`src/rtl/cpu_pkg.sv`:
```
// Shared CPU definitions: control-state codes driven by cpu_ctrl and the
// bus-response FSM encoding, plus state-class decode helpers.
package cpu_pkg;

   localparam int unsigned DATA_W = 8;
   localparam int unsigned STATE_W = 8;

   typedef enum logic [STATE_W-1:0] {
      ST_FETCH_PC     = 8'h01,
      ST_FETCH_INST   = 8'h02,
      ST_HALT         = 8'h03,
      ST_OUT          = 8'h05,
      ST_MOV_STORE    = 8'h08,
      ST_MOV_FETCH    = 8'h09,
      ST_MOV_LOAD     = 8'h0A,
      ST_FETCH_SP     = 8'h0C,
      ST_PC_STORE     = 8'h0D,
      ST_RET          = 8'h0F,
      ST_SET_ADDR     = 8'h11,
      ST_IN           = 8'h12,
      ST_REG_STORE    = 8'h13,
      ST_SET_REG      = 8'h14,
      ST_LOAD_IMM     = 8'h15,
      ST_WAIT_FOR_RAM = 8'h16
   } ctrl_state_e;

   typedef enum logic [2:0] {
      BUS_IDLE   = 3'd0,
      BUS_READ   = 3'd1,
      BUS_WRITE  = 3'd2,
      BUS_IO_OUT = 3'd3,
      BUS_IO_IN  = 3'd4
   } bus_state_e;

   // States that present an address and start a RAM read.
   function automatic logic is_addr_state(input logic [STATE_W-1:0] s);
      return (s == ST_FETCH_PC) || (s == ST_FETCH_SP) || (s == ST_MOV_FETCH);
   endfunction

   function automatic logic is_store_state(input logic [STATE_W-1:0] s);
      return (s == ST_MOV_STORE) || (s == ST_REG_STORE) || (s == ST_PC_STORE);
   endfunction

   // States that consume the byte captured by the last completed read.
   function automatic logic is_consumer_state(input logic [STATE_W-1:0] s);
      return (s == ST_FETCH_INST) || (s == ST_MOV_LOAD) || (s == ST_LOAD_IMM) ||
             (s == ST_RET) || (s == ST_SET_REG);
   endfunction

endpackage

```
`src/rtl/cpu_bus_resp.sv`:
```
// Bus responder for the CPU control FSM: turns control-state codes into RAM
// read/write requests and IO port handshakes, one transaction at a time.
module cpu_bus_resp
   import cpu_pkg::*;
#(
   parameter int unsigned MEM_TIMEOUT = 4
)
(
   input  logic              clk,
   input  logic              reset_cycle,
   input  logic [STATE_W-1:0] state,
   input  logic [DATA_W-1:0] addr_in,
   input  logic [DATA_W-1:0] data_in,
   output logic [DATA_W-1:0] instruction,
   output logic [DATA_W-1:0] data_out,
   output logic              data_valid,
   output logic [DATA_W-1:0] mem_addr,
   output logic [DATA_W-1:0] mem_wdata,
   output logic              mem_rd,
   output logic              mem_wr,
   input  logic [DATA_W-1:0] mem_rdata,
   input  logic              mem_ready,
   output logic [DATA_W-1:0] io_port,
   output logic [DATA_W-1:0] io_out_data,
   output logic              io_out_valid,
   input  logic              io_out_ready,
   input  logic [DATA_W-1:0] io_in_data,
   input  logic              io_in_valid,
   output logic              io_in_ready,
   output logic              busy,
   output logic              bus_err
);

   localparam int unsigned CNT_W = ($clog2(MEM_TIMEOUT + 1) > 3) ? $clog2(MEM_TIMEOUT + 1) : 3;
   localparam logic [CNT_W-1:0] CNT_LAST = CNT_W'(MEM_TIMEOUT - 1);

   bus_state_e        r_fsm;
   logic [CNT_W-1:0]  r_tmo_cnt;
   logic [DATA_W-1:0] r_mar;
   logic [DATA_W-1:0] r_rbuf;
   logic              r_rbuf_valid;
   logic [DATA_W-1:0] r_instruction;
   logic [DATA_W-1:0] r_data_out;
   logic              r_data_valid;
   logic [DATA_W-1:0] r_mem_addr;
   logic [DATA_W-1:0] r_mem_wdata;
   logic              r_mem_rd;
   logic              r_mem_wr;
   logic [DATA_W-1:0] r_io_port;
   logic [DATA_W-1:0] r_io_out_data;
   logic              r_io_out_valid;
   logic              r_io_in_ready;
   logic              r_busy;
   logic              r_bus_err;

   logic w_addr;
   logic w_store;
   logic w_out;
   logic w_in;
   logic w_start;
   logic w_consumer;
   logic w_fetch_inst;
   logic w_set_addr;

   // Control-state decode.
   assign w_addr       = is_addr_state(state);
   assign w_store      = is_store_state(state);
   assign w_out        = (state == ST_OUT);
   assign w_in         = (state == ST_IN);
   assign w_start      = w_addr | w_store | w_out | w_in;
   assign w_consumer   = is_consumer_state(state);
   assign w_fetch_inst = (state == ST_FETCH_INST);
   assign w_set_addr   = (state == ST_SET_ADDR);

   always_ff @(posedge clk) begin
      if (reset_cycle) begin
         r_fsm          <= BUS_IDLE;
         r_tmo_cnt      <= '0;
         r_mar          <= '0;
         r_rbuf         <= '0;
         r_rbuf_valid   <= 1'b0;
         r_instruction  <= '0;
         r_data_out     <= '0;
         r_data_valid   <= 1'b0;
         r_mem_addr     <= '0;
         r_mem_wdata    <= '0;
         r_mem_rd       <= 1'b0;
         r_mem_wr       <= 1'b0;
         r_io_port      <= '0;
         r_io_out_data  <= '0;
         r_io_out_valid <= 1'b0;
         r_io_in_ready  <= 1'b0;
         r_busy         <= 1'b0;
         r_bus_err      <= 1'b0;
      end else begin
         r_data_valid <= 1'b0;

         // Consumers take the read buffer; an empty buffer is a sequencing error.
         if (w_consumer) begin
            if (!r_rbuf_valid) begin
               r_bus_err <= 1'b1;
            end else if (w_fetch_inst) begin
               r_instruction <= r_rbuf;
            end else begin
               r_data_out   <= r_rbuf;
               r_data_valid <= 1'b1;
            end
         end

         if (w_set_addr) begin
            r_io_port <= addr_in;
         end

         // New transactions only start from IDLE; otherwise they are dropped.
         if (w_start) begin
            if (r_fsm != BUS_IDLE) begin
               r_bus_err <= 1'b1;
            end else if (w_addr) begin
               r_mar        <= addr_in;
               r_mem_addr   <= addr_in;
               r_rbuf_valid <= 1'b0;
               r_mem_rd     <= 1'b1;
               r_tmo_cnt    <= '0;
               r_busy       <= 1'b1;
               r_fsm        <= BUS_READ;
            end else if (w_store) begin
               r_mem_addr  <= r_mar;
               r_mem_wdata <= data_in;
               r_mem_wr    <= 1'b1;
               r_tmo_cnt   <= '0;
               r_busy      <= 1'b1;
               r_fsm       <= BUS_WRITE;
            end else if (w_out) begin
               r_io_out_data  <= data_in;
               r_io_out_valid <= 1'b1;
               r_busy         <= 1'b1;
               r_fsm          <= BUS_IO_OUT;
            end else begin
               r_io_in_ready <= 1'b1;
               r_busy        <= 1'b1;
               r_fsm         <= BUS_IO_IN;
            end
         end

         // Completion of the outstanding transaction; ready on the last cycle wins over timeout.
         case (r_fsm)
            BUS_IDLE: ;
            BUS_READ: begin
               if (mem_ready) begin
                  r_rbuf       <= mem_rdata;
                  r_rbuf_valid <= 1'b1;
                  r_mem_rd     <= 1'b0;
                  r_busy       <= 1'b0;
                  r_fsm        <= BUS_IDLE;
               end else if (r_tmo_cnt == CNT_LAST) begin
                  r_mem_rd  <= 1'b0;
                  r_bus_err <= 1'b1;
                  r_busy    <= 1'b0;
                  r_fsm     <= BUS_IDLE;
               end else begin
                  r_tmo_cnt <= r_tmo_cnt + CNT_W'(1);
               end
            end
            BUS_WRITE: begin
               if (mem_ready) begin
                  r_mem_wr <= 1'b0;
                  r_busy   <= 1'b0;
                  r_fsm    <= BUS_IDLE;
               end else if (r_tmo_cnt == CNT_LAST) begin
                  r_mem_wr  <= 1'b0;
                  r_bus_err <= 1'b1;
                  r_busy    <= 1'b0;
                  r_fsm     <= BUS_IDLE;
               end else begin
                  r_tmo_cnt <= r_tmo_cnt + CNT_W'(1);
               end
            end
            BUS_IO_OUT: begin
               if (io_out_ready) begin
                  r_io_out_valid <= 1'b0;
                  r_busy         <= 1'b0;
                  r_fsm          <= BUS_IDLE;
               end
            end
            BUS_IO_IN: begin
               if (io_in_valid) begin
                  r_data_out    <= io_in_data;
                  r_data_valid  <= 1'b1;
                  r_io_in_ready <= 1'b0;
                  r_busy        <= 1'b0;
                  r_fsm         <= BUS_IDLE;
               end
            end
            default: ;
         endcase
      end
   end

   assign instruction  = r_instruction;
   assign data_out     = r_data_out;
   assign data_valid   = r_data_valid;
   assign mem_addr     = r_mem_addr;
   assign mem_wdata    = r_mem_wdata;
   assign mem_rd       = r_mem_rd;
   assign mem_wr       = r_mem_wr;
   assign io_port      = r_io_port;
   assign io_out_data  = r_io_out_data;
   assign io_out_valid = r_io_out_valid;
   assign io_in_ready  = r_io_in_ready;
   assign busy         = r_busy;
   assign bus_err      = r_bus_err;

endmodule

```
`config.mk`:
```
export PLATFORM = sky130hd
export DESIGN_NAME = cpu_bus_resp
export DESIGN_NICKNAME = d
export VERILOG_FILES = /design/src/rtl/cpu_pkg.sv /design/src/rtl/cpu_bus_resp.sv
export SDC_FILE = /design/constraint.sdc
export NUM_CORES = 1
export LEC_CHECK = 0
export CAP_MARGIN = 25
export CORE_MARGIN = 2
export CORE_UTILIZATION = 30
export DETAILED_ROUTE_END_ITERATION = 16
export GPL_ROUTABILITY_DRIVEN = 0
export SKIP_CTS_REPAIR_TIMING = 1
export SKIP_LAST_GASP = 1
export SYNTH_ARGS = -nofsm -noshare
export SYNTH_HDL_FRONTEND = slang
export SYNTH_SLANG_ARGS = --single-unit
```
`constraint.sdc`:
```
create_clock -name clk -period 2 [get_ports clk]
set_input_delay 0.4 -clock clk [delete_from_list [all_inputs] [get_ports clk]]
set_output_delay 0.4 -clock clk [all_outputs]
set_load 0.005 [all_outputs]
```
==> flow_summary.toml <==
[pwr]
cellLeakagePower_nw = 2.02
ir_worst_vdd_mv = 0.295
p_per_area_nw_per_um2 = 620

[run]
drv_cap = 0

[min_path]
worstHoldPathType = "primary input to flop"
hold_path_end = "io_port[7]$_SDFFE_PP0N_"
holdPathStages = 2
hold_start = "reset_cycle"

[worst_setup_path]
crit_fanout = 8
rrSetupSlack_ns = 0.25
critPathRequiredTime_ns = 2.28
path_class = "primary input to flop"
cp-start-kind = "primary input"
cp.arrival_ns = 2.16
endpoint_kind = "flop"
rr_startpoint = "r_fsm[0]$_SDFF_PP0_"
reg2regPathDepth = 4
reg2reg_to = "mem_rd$_SDFF_PP0_"

[yosys]
synth-seq-area-share = 0.464
synth_cell_type_count = 49
synth_cells = 368
synth_top_cell_by_area = "dfxtp_1"
synthesis.area_um2 = 3370
synth_edf_count = 0
synthTopCellsByArea = "dfxtp_1 46%, mux2i_1 12%, nor2_1 5.9%, a21oi_1 4.6%, nand3_1 2.7%"
ys.flop_type = "dfxtp_1"
synth_seq_cells = 78
postSynthAreaPerCell_um2 = 9.15
yosysTopAreaCellShare = 0.464
syn_nets = 414
async_flop_share = 0
ys_warn_count = 0

[clock_network]
cts_buffer_depth = 2
clk_latency_ns = 0.34
clock_sinks = 78
numCtsBuffers = 9
clkTransAtPathRegs_ns = 0.08
cts_root_buffer = "clkbuf_8"
cts_tree = "done"
h-tree-depth = 3

[grt]
grt_pass1_wl_mm = 14.8
grt_pass1_vias = 3012
met2_usage = 0.257
grt_util_met1 = 0.208
grt_overflow = 0
antenna_found_initial = 0
globalRouteMet3Util = 0.0368
grt_max_degree = 31
top_usage_layer = "met2"
track_usage = 0.159

[placement]
place_hpwl_mm = 6.99
place.port_buffers = 99

[timing]
min_period_ns = 1.88
fin_skew_ns = 0.00962
hold_viol = 0
final_max_slew_viol_count = 0
tightestPinTransition_ns = 0.542
fin_setup_tns_ns = 0
min_period_over_period = 0.941
timing.slew.headroom = 0.638
max_freq_mhz = 531
finalSetupViolCount = 0

[drt]
via_per_inst = 4.86
drtPass1Iterations = 4
drc = 0
drt_iter0_markers = 133
ant_nets = 0
wl_per_cell_um = 14.7
routed_wl_mm = 9.33
vias = 3084

[floorplan]
pin_count = 100
initial_utilization = 0.309
die_x_um = 110
num_rows = 38
die_height_um = 110
die_area_um2 = 12100
core_area_um2 = 10900

[finish]
n_antenna_cell = 0
fin_nets = 536
syn_to_final_growth_pct = 47.3
fillCellCount = 1053
final_core_util = 0.456
drive_gt1_frac = 0.143

[outcome]
status = "finished, final reports clean"
stage by stage:
step | hold slack [ns] | std cells | total power, W | area (um^2) | worst slack, ns
floorplan | 0.449 | 368 | 0.00172 | 3370 | 0.331
global placement | 0.448 | 619 | 0.00190 | 4740 | -0.208
CTS | 0.417 | 635 | 0.00311 | 4950 | 0.106
finish | 0.435 | 635 | 0.00307 | 4960 | 0.117
detailed placement | 0.452 | 619 | 0.00190 | 4740 | -0.257
global route | 0.435 | 635 | 0.00321 | 4960 | -0.00824
synth_stat cells, drive strengths merged, types with 2 or more instances:
| master | n |
|---|---|
| a31oi | 5 |
| o211ai | 2 |
| and2 | 2 |
| nor3b | 4 |
| a21oi | 31 |
| nor3 | 5 |
| o21ai | 17 |
| and3b | 2 |
| clkbuf | 12 |
| inv | 5 |
| a211o | 2 |
| nand2b | 2 |
| nand4 | 3 |
| mux2i | 40 |
| buf | 16 |
| xnor2 | 3 |
| nor2 | 54 |
| or3 | 2 |
| a211oi | 10 |
| dfxtp | 78 |
| a311oi | 10 |
| nand4bb | 2 |
| nand2 | 23 |
| nand3 | 18 |
| a2111o | 2 |
| or2 | 2 |
| nor2b | 2 |
sequential cells by signal, indices dropped and copies added, names as in the netlist, 3 cells and up:
name	flops
data_out	8
instruction	8
io_out_data	8
io_port	8
mem_addr	8
mem_wdata	8
r_fsm	3
r_mar	8
r_rbuf	8
r_tmo_cnt	3
power by group:
group          internal, W  switching (W)  total, W
clock             0.000616       0.000585   0.00120
sequential         0.00156     0.00000759   0.00157
combinational     0.000167       0.000137  0.000304
how the worst max path moves through the flow:
stage,from,end,slack (ns),cells past startpoint
2_1_floorplan,state[4],mem_addr[0]$_SDFFE_PP0P_,0.33,6
3_3_place_gp,state[4],r_tmo_cnt[2]$_SDFF_PP0_,-0.21,6
4_1_cts,state[2],mem_addr[3]$_SDFFE_PP0P_,0.11,6
5_1_grt,state[3],mem_addr[7]$_SDFFE_PP0P_,-0.008,6
6_report,state[3],mem_wdata[2]$_SDFFE_PP0P_,0.12,5
3_5_place_dp,state[2],mem_addr[3]$_SDFFE_PP0P_,-0.26,6
placed cells by master, fill, tap and decap left out, drive strengths merged, types with 3 or more instances in the layout:
cell type / instances
clkinv: 3
o21ai: 17
buf: 41
nand4: 3
nor3b: 4
dfxtp: 78
nor2: 54
clkdlybuf4s50: 98
nor3: 5
clkbuf: 10
a311oi: 10
nand3: 18
mux2i: 40
xnor2: 3
a211oi: 10
a31oi: 5
nand2: 23
a21oi: 31
inv: 5
layer usage:
metal  part of all wire  wire length (um)
met2               0.49              4600
met5                  0                 0
met1               0.45              4170
met4              0.014               133
met3              0.045               420
logic make-up (layout without fill, tap and decap cells):
logic type	Yosys count	in the layout	synth area share
muxes	40	40	0.119
DFF	78	78	0.464
AOI/OAI and AO/OA	87	87	0.171
adders and majority gates	1	1	0.00371
buffers and inverters	33	160	0.0472
and+or+nand+nor	126	126	0.188
xor gates and xnor gates	3	3	0.00780
final cells by class:
type                    instances  area, um^2  share of cell area
well taps                     140         175              0.0353
clock inverters                 6        71.3              0.0144
inverters                       5        18.8             0.00378
multi-input cells             257        1660               0.335
repair buffers                139        1340               0.269
flip-flops and latches         78        1560               0.315
clock buffers                  10         138              0.0277
worst max-delay path: stages:
cell and delay (ns):
clkdlybuf4s50_1 0.63, and4bb_2 0.31, a22oi_1 0.48, o21ai_0 0.18, a21oi_1 0.16
No activity file was read; power rests on OpenSTA's default activity.
